`config.mk`:
```
export PLATFORM = sky130hd
export DESIGN_NAME = tcon_demux
export DESIGN_NICKNAME = d
export VERILOG_FILES = /design/src/rtl/tcon_pkg.sv /design/src/rtl/tcon_fifo.sv /design/src/rtl/tcon_demux.sv
export SDC_FILE = /design/constraint.sdc
export NUM_CORES = 1
export LEC_CHECK = 0
export ABC_CLOCK_PERIOD_IN_PS = 1900
export CAP_MARGIN = 15
export CORE_MARGIN = 4
export CORE_UTILIZATION = 50
export CTS_CLUSTER_SIZE = 40
export DETAILED_ROUTE_END_ITERATION = 10
export PLACE_DENSITY = 0.87
export SLEW_MARGIN = 20
export SYNTH_ARGS = -nofsm -noshare
export SYNTH_HDL_FRONTEND = slang
export SYNTH_SLANG_ARGS = --single-unit
```
`constraint.sdc`:
```
create_clock -name clk -period 1.9 [get_ports clk]
set_input_delay 0.38 -clock clk [delete_from_list [all_inputs] [get_ports clk]]
set_output_delay 0.38 -clock clk [all_outputs]
set_load 0.005 [all_outputs]
```
`src/rtl/tcon_pkg.sv`:
```
// Shared defaults and channel-select encoding for the two-channel demux.
package tcon_pkg;
  localparam int DATA_W_DEF = 8;
  localparam int DEPTH_DEF  = 2;

  localparam logic SEL_A = 1'b1;
  localparam logic SEL_B = 1'b0;
endpackage

```
`src/rtl/tcon_fifo.sv`:
```
// Synchronous FIFO with registered storage, wrap-around pointers and an occupancy count.
module tcon_fifo
  import tcon_pkg::*;
#(
  parameter int DATA_W = DATA_W_DEF,
  parameter int DEPTH  = DEPTH_DEF
) (
  input  logic                     clk,
  input  logic                     rst_n,
  input  logic                     push_i,
  input  logic [DATA_W-1:0]        data_i,
  input  logic                     pop_i,
  output logic [DATA_W-1:0]        data_o,
  output logic                     full_o,
  output logic                     empty_o,
  output logic [$clog2(DEPTH):0]   level_o
);
  localparam int AW = $clog2(DEPTH);
  localparam int LW = AW + 1;

  logic [DATA_W-1:0] mem_q [DEPTH];
  logic [AW-1:0]     wr_q, wr_d, rd_q, rd_d;
  logic [LW-1:0]     level_q, level_d;
  logic              do_push, do_pop;

  assign full_o  = (level_q == LW'(DEPTH));
  assign empty_o = (level_q == '0);
  assign level_o = level_q;
  assign data_o  = mem_q[rd_q];

  // Pop of an empty FIFO and push into a full one are both dropped here.
  assign do_push = push_i && !full_o;
  assign do_pop  = pop_i && !empty_o;

  always_comb begin
    wr_d    = wr_q;
    rd_d    = rd_q;
    level_d = level_q;
    if (do_push) wr_d = wr_q + AW'(1);
    if (do_pop)  rd_d = rd_q + AW'(1);
    if (do_push && !do_pop)      level_d = level_q + LW'(1);
    else if (do_pop && !do_push) level_d = level_q - LW'(1);
  end

  always_ff @(posedge clk or negedge rst_n) begin
    if (!rst_n) begin
      wr_q    <= '0;
      rd_q    <= '0;
      level_q <= '0;
      for (int i = 0; i < DEPTH; i++) mem_q[i] <= '0;
    end else begin
      wr_q    <= wr_d;
      rd_q    <= rd_d;
      level_q <= level_d;
      if (do_push) mem_q[wr_q] <= data_i;
    end
  end
endmodule

```
`src/rtl/tcon_demux.sv`:
```
// Routes a shared input stream to one of two independent channel FIFOs by in_sel.
module tcon_demux
  import tcon_pkg::*;
#(
  parameter int DATA_W = DATA_W_DEF,
  parameter int DEPTH  = DEPTH_DEF
) (
  input  logic                   clk,
  input  logic                   rst_n,
  input  logic [DATA_W-1:0]      in_data,
  input  logic                   in_sel,
  input  logic                   in_valid,
  output logic                   in_ready,
  output logic [DATA_W-1:0]      a_data,
  output logic                   a_valid,
  input  logic                   a_ready,
  output logic [DATA_W-1:0]      b_data,
  output logic                   b_valid,
  input  logic                   b_ready,
  output logic [$clog2(DEPTH):0] a_level,
  output logic [$clog2(DEPTH):0] b_level
);
  logic a_full, a_empty, b_full, b_empty;
  logic push_a, push_b;

  // Ready looks only at the selected FIFO's full flag, never at the consumer readies.
  assign in_ready = (in_sel == SEL_A) ? !a_full : !b_full;
  assign push_a   = in_valid && in_ready && (in_sel == SEL_A);
  assign push_b   = in_valid && in_ready && (in_sel == SEL_B);
  assign a_valid  = !a_empty;
  assign b_valid  = !b_empty;

  tcon_fifo #(.DATA_W(DATA_W), .DEPTH(DEPTH)) u_fifo_a (
    .clk     (clk),
    .rst_n   (rst_n),
    .push_i  (push_a),
    .data_i  (in_data),
    .pop_i   (a_ready),
    .data_o  (a_data),
    .full_o  (a_full),
    .empty_o (a_empty),
    .level_o (a_level)
  );

  tcon_fifo #(.DATA_W(DATA_W), .DEPTH(DEPTH)) u_fifo_b (
    .clk     (clk),
    .rst_n   (rst_n),
    .push_i  (push_b),
    .data_i  (in_data),
    .pop_i   (b_ready),
    .data_o  (b_data),
    .full_o  (b_full),
    .empty_o (b_empty),
    .level_o (b_level)
  );
endmodule

```
# Yosys cells after proc, flatten, opt, wreduce, memory -nomap -nowiden
# Cells that the tools add are included.
# Widths: inputs -> output; s select.
totals:
  ff_bits: 40
  out_inout_bits: 23
  wordCells: 73
classes:
  addsub: 8
  n_lt_le_gt_ge: 6
  n_eq_ne: 2
  muxes: 17
  bitwise: 5
  reduce_logical: 25
ops:
  columns: ["op", "n"]
  rows:
  - ["$mux 8", 8]
  - ["$bwmux 16", 2]
  - ["$demux 8 s1", 2]
  - ["$logic_and 1x1->1", 13]
  - ["$ge 2x2->1 const B", 4]
  - ["$logic_not 1->1", 8]
  - ["$mux 2", 4]
  - ["$not 1->2", 4]
  - ["$add 1x1->1 const B", 4]
  - ["$add 2x1->2 const B", 2]
  - ["$eq 2x2->1 const B", 2]
  - ["$logic_not 2->1", 2]
  - ["$lt 2x1->1 const B", 2]
  - ["$reduce_bool 2->1", 2]
  - ["$sub 2x1->2 const B", 2]
  - ["$mux 1", 1]
  - ["$not 1->1", 1]

# Longest topological paths before layout
# Gate-level depths: netlist of run 1.
depth:
  ltp_word: 10
  mapped_depth: 6

# Hierarchy
# A second synthesis of run 1 with hierarchy kept.
hier_totals:
  hier_cells: 125
  area_unflattened_um2: 1818.0
modules_own_cells:
  columns: ["module", "instances", "cells_each", "area_per_inst_um2", "seq_area_each_um2"]
  rows:
  - ["tcon_fifo", 2, 60, 892.1, 500.5]
  - ["tcon_demux", 1, 5, 33.8, 0.0]

# Worst setup path after synthesis of run 1
# OpenSTA, ideal clock, no wires.
synth_path:
  path_kind: "register to register"
  start: "register u_fifo_b.level_q[1], in the netlist u_fifo_b.level_o[1]"
  end: "register u_fifo_b.level_q[1], in the netlist u_fifo_b.level_o[1]"
  setup_time_ns: 0.126
  arrival_ns: 1.388
  required_time_ns: 1.774
  path_slack_ns: 0.386
  stages_incl_launch_ff: 7
  n_path_buf: 0
  cell_sequence: "dfrtp_1 -> nor2b_1 -> nor3b_1 -> ha_1 -> xor2_1 -> nor2_1 -> xor2_1"
synth_between:
  elab_chain_len: 9
  elab_cells_between_ends: 18
  classes_between: "add/sub: 2; eq/ne: 1; mux: 3; reduce/logical: 12"
synth_lines:
  columns: ["element", "line", "text"]
  rows:
  - ["start: declaration", "tcon_fifo.sv:23", "logic [LW-1:0] level_q, level_d;"]
  - ["start signal: assignment", "tcon_fifo.sv:54", "level_q <= level_d;"]
  - ["$eq 2x2->1 (*)", "tcon_fifo.sv:26", "assign full_o = (level_q == LW'(DEPTH));"]
  - ["$logic_not 1->1 (*)", "tcon_fifo.sv:32, tcon_demux.sv:27", null]
  - ["$mux 1", "tcon_demux.sv:27", "assign in_ready = (in_sel == SEL_A) ? !a_full : !b_full;"]
  - ["$logic_and 1x1->1 (2 in series)", "tcon_demux.sv:29", "assign push_b = in_valid && in_ready && (in_sel == SEL_B);"]
  - ["$logic_and 1x1->1 (*)", "tcon_fifo.sv:32", "assign do_push = push_i && !full_o;"]
  - ["named net u_fifo_b.do_push", "tcon_fifo.sv:24", "logic do_push, do_pop;"]
  - ["$logic_not 1->1", "tcon_fifo.sv:42", "else if (do_pop && !do_push) level_d = level_q - LW'(1);"]
  - ["$logic_and 1x1->1", "tcon_fifo.sv:42", null]
  - ["$reduce_bool 2->1 (no source line)", null, null]
# The timed path passes the listed nets; every way through them passes the cells marked *. The select of a mux whose other input is x is not followed.
# A chain may end at the register's enable or synchronous reset.

# Worst setup path after layout of run 1
layout_path:
  start: "register u_fifo_b.rd_q"
  end: "output b_data[1]"
layout_between:
  elab_chain_len: 4
layout_lines:
  columns: ["element", "line", "text"]
  rows:
  - ["start: declaration", "tcon_fifo.sv:22", "logic [AW-1:0] wr_q, wr_d, rd_q, rd_d;"]
  - ["start signal: assignment", "tcon_fifo.sv:53", "rd_q <= rd_d;"]
  - ["$not 1->2 (implied by the code)", "tcon_fifo.sv:29", "assign data_o = mem_q[rd_q];"]
  - ["$mux 8 (implied by the code) (3 in series)", "tcon_fifo.sv:29", null]
  - ["end: declaration", "tcon_demux.sv:17", "output logic [DATA_W-1:0] b_data,"]
# No other way between the ends. The select of a mux whose other input is x is not followed.

==> results of run 1 <==
[cell families (layout without fill, tap and decap cells)]
family / Yosys count / in the layout / synth area share, %
AOI/OAI and AO/OA: 1 / 1 / 0.274
adders and majority gates: 2 / 2 / 1.37
and+or+nand+nor: 17 / 17 / 6.51
buffers and inverters: 3 / 70 / 1.03
xor gates and xnor gates: 10 / 10 / 4.79
muxes: 48 / 48 / 31.2
DFF: 40 / 40 / 54.8
[cell usage in the layout (no fill, tap or decap), types with 3 or more instances in the layout]
| master | n |
|---|---|
| sky130_fd_sc_hd__buf_4 | 22 |
| sky130_fd_sc_hd__dfrtp_1 | 36 |
| sky130_fd_sc_hd__clkdlybuf4s15_1 | 4 |
| sky130_fd_sc_hd__xor2_1 | 6 |
| sky130_fd_sc_hd__mux2_2 | 40 |
| sky130_fd_sc_hd__xnor2_1 | 4 |
| sky130_fd_sc_hd__dlygate4sd2_1 | 12 |
| sky130_fd_sc_hd__mux2_4 | 8 |
| sky130_fd_sc_hd__clkdlybuf4s50_1 | 17 |
| sky130_fd_sc_hd__dfrtp_2 | 4 |
| sky130_fd_sc_hd__clkbuf_8 | 5 |
| sky130_fd_sc_hd__buf_6 | 3 |
| sky130_fd_sc_hd__nor2_1 | 4 |
[through the flow]
stage	cells	area, um^2	power, W
3_5_place_dp	213	2340	0.00361
5_1_grt	234	2530	0.00450
4_1_cts	226	2460	0.00412
3_3_place_gp	213	2340	0.00352
6_report	234	2530	0.00423
2_1_floorplan	121	1830	0.00262
[state kept, by name (all words and copies together) (netlist names)]
name and cells:
u_fifo_a.rd_q 1, u_fifo_a.wr_q 1, u_fifo_b.mem_q 16, u_fifo_a.level_o 2, u_fifo_b.level_o 2, u_fifo_a.mem_q 16, u_fifo_b.wr_q 1, u_fifo_b.rd_q 1
[final cells by class]
cell class / count / area [um^2] / area share, %
multi-input cells: 78 / 810 / 31.9
clock inverters: 1 / 5.00 / 0.197
clock buffers: 6 / 72.6 / 2.86
flip-flops and latches: 40 / 1010 / 39.7
repair buffers: 63 / 584 / 23.1
well taps: 46 / 57.6 / 2.27
[routing by layer]
layer  GRT usage (%)  vias to the layer above  routed length [um]
met5               0                        -                   0
met4            4.47                        0                  55
met3            6.24                        7                 187
met2            31.8                       30                2010
met1            22.6                      600                1650
li1                -                      559                   -
[report_power, final]
part | leakage (nW) | switching [W] | internal (W)
clock | 0.0410 | 0.000266 | 0.000249
sequential | 0.470 | 0.000264 | 0.00130
combinational | 0.667 | 0.000725 | 0.00142
total | 1.18 | 0.00126 | 0.00297
[worst min path at each step]
stage | start | endpoint | slack, ns | cells past startpoint
final | rst_n | u_fifo_a.mem_q[3]$_DFFE_PN0P_ | 0.05 | 2
after global routing | rst_n | u_fifo_a.mem_q[9]$_DFFE_PN0P_ | 0.05 | 2
after CTS | rst_n | u_fifo_a.mem_q[11]$_DFFE_PN0P_ | 0.05 | 2
after detailed placement | rst_n | u_fifo_a.mem_q[11]$_DFFE_PN0P_ | 0.36 | 2
after global placement | rst_n | u_fifo_a.mem_q[3]$_DFFE_PN0P_ | 0.36 | 2
after floorplan | rst_n | u_fifo_a.level_o[0]$_DFFE_PN0P_ | 0.08 | 0
[what timing repair did]
| item | in CTS | in global routing |
|---|---|---|
| gates cloned | 0 | 0 |
| buffers inserted | 6 | 8 |
| setup endpoints to repair | 17 | 9 |
| gates resized for setup | 26 | 7 |
==> metrics.log, run 1 <==
[metrics] synth cell count leaders: sky130_fd_sc_hd__dfrtp_1 (40), sky130_fd_sc_hd__mux2_2 (40), sky130_fd_sc_hd__mux2_4 (8)
[metrics] source-to-sink clock delay at the later pin of the worst-skew pair: 0.29 ns
[metrics] number of max-capacitance violations reported: 0
[metrics] register-to-register setup slack: between 0.2 and 0.25 ns
[metrics] pwr dens: about 1700 mW/mm^2
[metrics] startpoint of the worst register-to-register path: u_fifo_b.level_o[1]$_DFFE_PN0P_
[metrics] antenna diode instance count: 0
[metrics] final max-slew violation count: 0
[metrics] critical path depth: 4
[metrics] Least-Margin Pin Slew: approximately 0.27 ns
[metrics] Util after Layout: between 70% and 80%
[metrics] hold violation count in the final report: 0
[metrics] min setup slack post-route: around 0.027 ns
[metrics] number of antenna-violating nets in the routed design: 0
[metrics] share of the synthesized area in the top cell type: a little over half
[metrics] leak pwr: around 1.2 nW
[metrics] cell taking the most area after synthesis: sky130_fd_sc_hd__dfrtp_1
[metrics] biggest fanout along the worst timing path: 5
[metrics] number of cells on the worst reg-to-reg path: 7
[metrics] TritonCTS clock tree: done
[metrics] termination of the worst setup path: b_data[1]
[metrics] Tot GR Track Use: a little under a fifth
[metrics] Post-CTS Hold Buffers: 0
[metrics] Worst path top cell family by delay: buffers and inverters
[metrics] result of the run: complete, no violations
[metrics] post-place setup slack: -0.147 ns
[metrics] async set or reset register ratio after synthesis: 100%
[metrics] hold_ws: 0.0504 ns
[metrics] total wirelength of the detailed-routed design: ~3900 um
[metrics] Distinct cells, synth: 20
[metrics] half-perimeter wire length after placement: approximately 2700 um
[metrics] Yosys warning total: 0
[metrics] area of the die: roughly 0.0047 mm^2
[metrics] gate count after technology mapping: 121
[metrics] number of buffer and inverter stages on the critical path: 3
[metrics] final-layout setup total negative slack: 0 ns
[metrics] leading register cell type out of synthesis: sky130_fd_sc_hd__dfrtp_1
[metrics] cell at the root of the clock tree: sky130_fd_sc_hd__clkbuf_8
[metrics] count of input and output buffers: 36
[metrics] average detailed-routed wire length per instance: about 17 um
[metrics] Num CTS Buffers: 5
[metrics] total number of vias: between 1000 and 1500
[metrics] mean instance size in the synthesized netlist: between 15 and 20 um^2
[metrics] Worst VDD drop: between 800 and 900 uV
[metrics] layout filler cell count: 240
[metrics] total gr overflow: 0
[metrics] Reg-to-Reg End: u_fifo_b.level_o[1]$_DFFE_PN0P_
[metrics] number of synthesized register bits: 40
[metrics] path class of the lowest-slack min-delay path: input pin to asynchronous set/reset pin
[metrics] DR DRC count: 0
[metrics] share of layout cells above drive strength 1: between 40% and 50%
[metrics] shortest clock period the worst path allows after layout: about 1.9 ns
[metrics] worst path arrival time: between 1 and 1.5 ns
[metrics] initial standard-cell utilization of the core: a little over half
[metrics] endpoints failing setup: 0
[metrics] number of H-tree branching levels: 2
[metrics] number of global-route vias before repair: ~1300
[metrics] fin nets: 204
[metrics] vertical die dimension: between 60 and 70 um
[metrics] area of the core: 0.00344 mm^2
[metrics] Vias/cell: 5.11
[metrics] Netlist Area Pre-Place: between 0.0015 and 0.002 mm^2
[metrics] relative slew slack: around four fifths
[metrics] clk buf depth: 2
[metrics] highest achievable clock rate: 534 MHz
[metrics] wire length of the first global-routing pass: between 6000 and 7000 um
[metrics] pin count of the biggest net entering global routing: 41
[metrics] Crit. Startpoint: u_fifo_b.rd_q$_DFFE_PN0P_
[metrics] count of pins on the block boundary: 37
[metrics] post-synthesis net count: 137
[metrics] critical path required time: approximately 1.5 ns
[metrics] clock slew seen by the registers of the worst setup and hold paths: 0.07 ns
[metrics] Area growth, synth to finish: 38.8%
[metrics] worst path cell trace: buf_4 > buf_6 > mux2_2 > dlygate4sd2_1
[metrics] class of the most critical setup path: flip-flop to output pin
[metrics] slowest library cell on the worst path: sky130_fd_sc_hd__dfrtp_2
[metrics] Routability Congestion: about 0.73
[metrics] type of element launching the critical path: flip-flop
[metrics] clk sink count: 40
[metrics] initial antenna violation count: 0
[metrics] number of placement rows: 21
[metrics] largest stage delay on the critical path: approximately 0.41 ns
[metrics] final worst clock skew: 0.00276 ns
[metrics] chip width: 68.4 um
[metrics] first-pass iteration count of the detailed router: 4
[metrics] final critical-path share of the clock period: between 90% and 100%
[metrics] Starting DRT DRC Count: 46
[metrics] portion of the post-synthesis area used by sequential elements: 54.8%
[metrics] largest cells by area after synthesis: sky130_fd_sc_hd__dfrtp_1 (55%), sky130_fd_sc_hd__mux2_2 (25%), sky130_fd_sc_hd__mux2_4 (6.6%), sky130_fd_sc_hd__xor2_1 (2.9%), sky130_fd_sc_hd__xnor2_1 (1.9%)
[metrics] nature of the critical path endpoint: output pin
[metrics] number of enable flip-flop cells after synthesis: 0
Power figures use the tool's default switching activity.
==> run 2, diff against run 1 <==
PLACE_DENSITY = not set   (was 0.87)
PLACE_DENSITY_LB_ADDON = 0.08   (was not set)
==> metrics.log, run 2 (same netlist as run 1, synthesis figures left out) <==
[metrics] total number of vias: 1171 (-2.1%)
[metrics] clk buf depth: 2 (unchanged)
[metrics] highest achievable clock rate: 544 MHz (+1.9%)
[metrics] number of global-route vias before repair: 1260 (-2.1%)
[metrics] largest registers ranked by flip-flop count: u_fifo_a.mem_q (16), u_fifo_b.mem_q (16)
[metrics] Crit. Startpoint: u_fifo_a.rd_q$_DFFE_PN0P_
[metrics] Reg-to-Reg End: u_fifo_b.level_o[1]$_DFFE_PN0P_
[metrics] final max-slew violation count: 0 (unchanged)
[metrics] nature of the critical path endpoint: output pin
[metrics] met2 Resource Use GR: 29.7% (-2.1 points)
[metrics] path class of the lowest-slack min-delay path: input pin to asynchronous set/reset pin
[metrics] termination of the worst setup path: a_data[3]
[metrics] critical path required time: 1.52 ns (about the same)
[metrics] source-to-sink clock delay at the later pin of the worst-skew pair: 0.29 ns (about the same)
[metrics] number of antenna-violating nets in the routed design: 0 (unchanged)
[metrics] average detailed-routed wire length per instance: 15.7 um (-5.6%)
[metrics] wire length of the first global-routing pass: 5930 um (-4.2%)
[metrics] leak pwr: 1.27 nW (+8.1%)
[metrics] Most Used Layer, Global Route: met2
[metrics] global-route track usage on met1: 21.5% (-1.1 points)
[metrics] type of element launching the critical path: flip-flop
[metrics] register-to-register setup slack: 0.29 ns (+0.05 ns)
[metrics] initial standard-cell utilization of the core: 53.1% (unchanged)
[metrics] DR DRC count: 0 (unchanged)
[metrics] final-layout setup total negative slack: 0 ns (unchanged)
[metrics] Least-Margin Pin Slew: 0.492 ns (+0.217 ns)
[metrics] final worst clock skew: 0.00778 ns (+0.00502 ns)
[metrics] number of cells in the design after placement: 213 (unchanged)
[metrics] final critical-path share of the clock period: 96.7% (-1.9 points)
[metrics] Num CTS Buffers: 5 (unchanged)
[metrics] count of pins on the block boundary: 37 (unchanged)
[metrics] routing usage on met3: 4.60% (-1.6 points)
[metrics] top library cells by usage in the layout, fill and taps aside: sky130_fd_sc_hd__mux2_2 (40), sky130_fd_sc_hd__dfrtp_1 (38), sky130_fd_sc_hd__buf_4 (18)
[metrics] Worst VDD drop: 815 uV (-4.2%)
[metrics] Starting DRT DRC Count: 30 (-35%)
[metrics] TritonCTS clock tree: done
[metrics] biggest fanout along the worst timing path: 6 (+1)
[metrics] endpoints failing setup: 0 (unchanged)
[metrics] number of cells in the finished layout apart from fillers: 230 (-1.7%)
[metrics] total gr overflow: 0 (unchanged)
[metrics] shortest clock period the worst path allows after layout: 1.84 ns (-0.0356 ns)
[metrics] result of the run: complete, no violations
[metrics] clock slew seen by the registers of the worst setup and hold paths: 0.07 ns (about the same)
[metrics] pwr dens: 1640 mW/mm^2 (-1.4%)
[metrics] area of the die: 0.00468 mm^2 (unchanged)
[metrics] pin count of the biggest net entering global routing: 22 (-46%)
[metrics] Vias/cell: 5.09 (-0.39%)
[metrics] half-perimeter wire length after placement: 2510 um (-6.3%)
[metrics] area of the core: 0.00344 mm^2 (unchanged)
[metrics] total wirelength of the detailed-routed design: 3620 um (-7.3%)
[metrics] Routability Congestion: 0.722 (-1.1%)
[metrics] class of the most critical setup path: flip-flop to output pin
[metrics] clk sink count: 40 (unchanged)
[metrics] antenna diode instance count: 0 (unchanged)
[metrics] chip width: 68.4 um (unchanged)
[metrics] PnR Total Power: 0.00420 W (-0.54%)
[metrics] number of placement rows: 21 (unchanged)
[metrics] number of max-capacitance violations reported: 0 (unchanged)
[metrics] relative slew slack: 67.2% (-14 points)
[metrics] RSZ-0062 raised after global routing: no
[metrics] hold violation count in the final report: 0 (unchanged)
[metrics] startpoint of the worst register-to-register path: u_fifo_b.level_o[0]$_DFFE_PN0P_
[metrics] fin nets: 200 (-2.0%)
[metrics] count of input and output buffers: 36 (unchanged)
[metrics] cell at the root of the clock tree: sky130_fd_sc_hd__clkbuf_8
[metrics] initial antenna violation count: 0 (unchanged)
[metrics] min setup slack post-route: 0.0627 ns (+0.0356 ns)
[metrics] number of cells on the worst reg-to-reg path: 7 (unchanged)
[metrics] most common cell after layout, fill and taps aside: sky130_fd_sc_hd__mux2_2
[metrics] vertical die dimension: 68.4 um (unchanged)
[metrics] post-place setup slack: -0.112 ns (+0.0351 ns)
[metrics] share of layout cells above drive strength 1: 47.3% (-1.7 points)
[metrics] Tot GR Track Use: 18.3% (-0.40 points)
[metrics] number of H-tree branching levels: 2 (unchanged)
[metrics] first-pass iteration count of the detailed router: 2 (-2)
[metrics] Area growth, synth to finish: 40.0%
[metrics] worst path arrival time: 1.46 ns (-0.03 ns)
## run 2: cell types whose count changed in the layout (fill, tap and decap cells not counted), sizes merged
cell and delta:
clkdlybuf4s50 -1, clkbuf -1, dlymetal6s2s +13, buf -4
clkinvlp +1, clkdlybuf4s15 -4, dlygate4sd2 -8
## run 2: final cells by class
cell class / instances / area, um^2
Clock inverter: 2 / 12.5
Timing Repair Buffer: 59 / 606
Sequential cell: 40 / 1000
Tap cell: 46 / 57.6
Clock buffer: 5 / 68.8
Multi-Input combinational cell: 78 / 810
Fill cell: 232 / 885
## run 2: repair_timing
| item | in CTS | in global routing |
|---|---|---|
| gates resized for setup | 7 | 19 |
| endpoints found under the setup margin | 18 | 16 |
| pin swaps | 0 | 0 |
| setup buffers | 5 | 6 |
| hold buffers | 0 | 0 |
## run 2: how the worst min path moves through the flow
stage | to | startpoint
detailed placement | u_fifo_a.level_o[1]$_DFFE_PN0P_ | rst_n
CTS | u_fifo_b.mem_q[6]$_DFFE_PN0P_ | rst_n
floorplan | u_fifo_a.level_o[0]$_DFFE_PN0P_ | rst_n
global route | u_fifo_b.level_o[1]$_DFFE_PN0P_ | rst_n
finish | u_fifo_b.wr_q$_DFFE_PN0P_ | rst_n
global placement | u_fifo_a.level_o[1]$_DFFE_PN0P_ | rst_n
## run 2: critical path, stage by stage (launching register included)
cell and delay (ns):
sky130_fd_sc_hd__dfrtp_2 0.45, sky130_fd_sc_hd__buf_4 0.14, sky130_fd_sc_hd__mux2_2 0.32, sky130_fd_sc_hd__dlygate4sd2_1 0.27
## run 2: power breakdown
| group | switching, W | internal [W] |
|---|---|---|
| clock | 0.000282 | 0.000248 |
| combinational | 0.000667 | 0.00144 |
| sequential | 0.000268 | 0.00130 |
## run 2: per-layer routing
metal	vias up	wire (um)
li1	551	-
met4	0	91
met2	28	1820
met3	8	171
met5	-	0
met1	584	1540
## run 2: per-stage QoR
stage	instance area (um^2)	hold WS (ns)	utilization (%)
floorplan	1830	0.0844	-
global placement	2360	0.360	68.4
detailed placement	2360	0.368	68.4
CTS	2470	0.0473	71.8
global route	2560	0.0719	74.3
finish	2560	0.0437	74.3
==> run 3, diff against run 2 <==
CORE_MARGIN = not set   (was 4)
==> metrics.log, run 3 (same netlist as run 1, synthesis figures left out) <==
[metrics] initial antenna violation count: 0 (unchanged)
[metrics] number of cells in the finished layout apart from fillers: 236 (+2.6%)
[metrics] register-to-register setup slack: 0.21 ns (-0.08 ns)
[metrics] average detailed-routed wire length per instance: 16.1 um (+2.3%)
[metrics] TritonCTS clock tree: done
[metrics] relative slew slack: 68.1% (+0.93 points)
[metrics] RSZ-0062 raised after global routing: no
[metrics] total gr overflow: 0 (unchanged)
[metrics] number of cells in the design after placement: 212 (-0.47%)
[metrics] first-pass iteration count of the detailed router: 2 (unchanged)
[metrics] number of H-tree branching levels: 2 (unchanged)
[metrics] shortest clock period the worst path allows after layout: 1.83 ns (-0.00440 ns)
[metrics] half-perimeter wire length after placement: 2440 um (-2.9%)
[metrics] type of element launching the critical path: flip-flop
[metrics] vertical die dimension: 62.4 um (-8.8%)
[metrics] Tot GR Track Use: 22.4% (+4.1 points)
[metrics] source-to-sink clock delay at the later pin of the worst-skew pair: 0.36 ns (+0.07 ns)
[metrics] nature of the critical path endpoint: output pin
[metrics] largest stage delay on the critical path: 0.39 ns (-0.06 ns)
[metrics] count of pins on the block boundary: 37 (unchanged)
[metrics] Vias/cell: 5.10 (+0.20%)
[metrics] critical path required time: 1.52 ns (about the same)
[metrics] biggest fanout along the worst timing path: 4 (-2)
[metrics] Worst VDD drop: 939 uV (+15%)
[metrics] final max-slew violation count: 0 (unchanged)
[metrics] number of placement rows: 21 (unchanged)
[metrics] area of the die: 0.00390 mm^2 (-17%)
[metrics] Least-Margin Pin Slew: 0.478 ns (-0.0139 ns)
[metrics] top library cells by usage in the layout, fill and taps aside: sky130_fd_sc_hd__mux2_2 (39), sky130_fd_sc_hd__dfrtp_1 (37), sky130_fd_sc_hd__buf_4 (20)
[metrics] total wirelength of the detailed-routed design: 3800 um (+4.9%)
[metrics] initial standard-cell utilization of the core: 53.5% (+0.41 points)
[metrics] startpoint of the worst register-to-register path: u_fifo_a.level_o[1]$_DFFE_PN0P_
[metrics] antenna diode instance count: 0 (unchanged)
[metrics] number of antenna-violating nets in the routed design: 0 (unchanged)
[metrics] hold violation count in the final report: 0 (unchanged)
[metrics] PnR Total Power: 0.00429 W (+2.2%)
[metrics] most common cell after layout, fill and taps aside: sky130_fd_sc_hd__mux2_2
[metrics] path class of the lowest-slack min-delay path: input pin to asynchronous set/reset pin
[metrics] leak pwr: 1.16 nW (-8.6%)
[metrics] slowest library cell on the worst path: sky130_fd_sc_hd__dfrtp_2
[metrics] Reg-to-Reg End: u_fifo_a.mem_q[0]$_DFFE_PN0P_
[metrics] largest registers ranked by flip-flop count: u_fifo_a.mem_q (16), u_fifo_b.mem_q (16)
[metrics] final worst clock skew: 0.00916 ns (+0.00138 ns)
[metrics] area post-placement: 0.00235 mm^2 (-0.32%)
[metrics] hold_ws: 0.486 ns (+0.443 ns)
[metrics] termination of the worst setup path: a_data[4]
[metrics] total non-filler cell area in the finished layout: 0.00254 mm^2 (-0.49%)
[metrics] total number of vias: 1204 (+2.8%)
[metrics] Routability Congestion: 0.757 (+4.9%)
[metrics] cell at the root of the clock tree: sky130_fd_sc_hd__clkbuf_4
[metrics] highest achievable clock rate: 546 MHz (+0.24%)
[metrics] clk buf depth: 2 (unchanged)
[metrics] Area growth, synth to finish: 39.3%
[metrics] class of the most critical setup path: flip-flop to output pin
[metrics] fin nets: 205 (+2.5%)
[metrics] number of cells on the worst reg-to-reg path: 5 (-2)
[metrics] chip width: 62.4 um (-8.8%)
[metrics] wire length of the first global-routing pass: 6430 um (+8.5%)
[metrics] pwr dens: 1690 mW/mm^2 (+2.7%)
[metrics] clock slew seen by the registers of the worst setup and hold paths: 0.13 ns (+0.06 ns)
[metrics] pin count of the biggest net entering global routing: 22 (unchanged)
[metrics] endpoints failing setup: 0 (unchanged)
[metrics] worst path arrival time: 1.45 ns (about the same)
[metrics] Starting DRT DRC Count: 29 (-3.3%)
[metrics] layout filler cell count: 236 (+1.7%)
[metrics] final critical-path share of the clock period: 96.5% (-0.23 points)
[metrics] worst path cell trace: buf_6 > mux2_2 > dlygate4sd2_1
[metrics] Num CTS Buffers: 5 (unchanged)
[metrics] final-layout setup total negative slack: 0 ns (unchanged)
[metrics] share of layout cells above drive strength 1: 52.6% (+5.3 points)
[metrics] DR DRC count: 0 (unchanged)
[metrics] area of the core: 0.00342 mm^2 (-0.76%)
[metrics] Crit. Startpoint: u_fifo_a.rd_q$_DFFE_PN0P_
[metrics] number of max-capacitance violations reported: 0 (unchanged)
[metrics] count of input and output buffers: 36 (unchanged)
[metrics] number of global-route vias before repair: 1281 (+1.7%)
[metrics] clk sink count: 40 (unchanged)
[metrics] result of the run: complete, no violations
run 3: cell count changes in the layout (fill, tap and decap cells not counted), sizes merged:
cell	previous run	this run
clkbuf	5	12
bufinv	0	1
clkdlybuf4s15	0	9
clkinv	1	0
dlygate4sd2	4	2
inv	0	1
buf	24	28
dlymetal6s2s	15	1
dlygate4sd3	0	1
run 3: layout make-up:
| type | instances | area [um^2] | share of cell area, % |
|---|---|---|---|
| sequential | 40 | 1000 | 39.5 |
| multi-input combinational | 78 | 813 | 32.0 |
| timing repair buffer | 64 | 586 | 23.0 |
| tap | 46 | 57.6 | 2.26 |
| clock inverter | 3 | 46.3 | 1.82 |
| clock buffer | 5 | 37.5 | 1.47 |
run 3: where the power goes:
part,internal (W),switching (W)
clock network,0.000281,0.000299
logic,0.00142,0.000749
registers,0.00130,0.000250
total,0.00300,0.00130
run 3: worst max-delay path, delay by kind of cell, from the launching register on:
kind,cells,cell delay (ns)
DFF,1,0.39
buffers and inverters,2,0.38
muxes,1,0.32
run 3: through the flow:
stage	setup slack, ns	utilization, %
floorplan	0.386	-
global placement	-0.0715	68.8
detailed placement	-0.0930	68.8
CTS	-0.0411	74.8
global route	0.00146	74.5
finish	0.0671	74.5
run 3: per-layer routing:
layer	vias to the layer above	global-route usage (%)	wire, um
li1	560	-	-
met1	608	27.9	1630
met2	27	36.5	1940
met3	9	6.02	149
met4	0	9.59	79
met5	-	0	0
run 3: repair_timing:
action | in CTS | in global routing
setup endpoints to repair | 19 | 17
gates cloned | 0 | 0
hold buffers | 1 | 0
hold endpoints to repair | 19 | 0
pin swaps | 0 | 1
gates resized for setup | 34 | 19
setup buffers | 14 | 1
run 3: worst min-delay path by stage:
stage          startpoint                               to  slack (ns)  depth (start not counted)
2_1_floorplan       rst_n  u_fifo_a.level_o[0]$_DFFE_PN0P_        0.08                          0
3_3_place_gp        rst_n    u_fifo_a.mem_q[1]$_DFFE_PN0P_        0.36                          1
3_5_place_dp        rst_n    u_fifo_a.mem_q[1]$_DFFE_PN0P_        0.37                          1
4_1_cts             rst_n    u_fifo_a.mem_q[1]$_DFFE_PN0P_        0.49                          2
5_1_grt             rst_n    u_fifo_a.mem_q[1]$_DFFE_PN0P_        0.51                          2
6_report            rst_n    u_fifo_a.mem_q[1]$_DFFE_PN0P_        0.49                          2
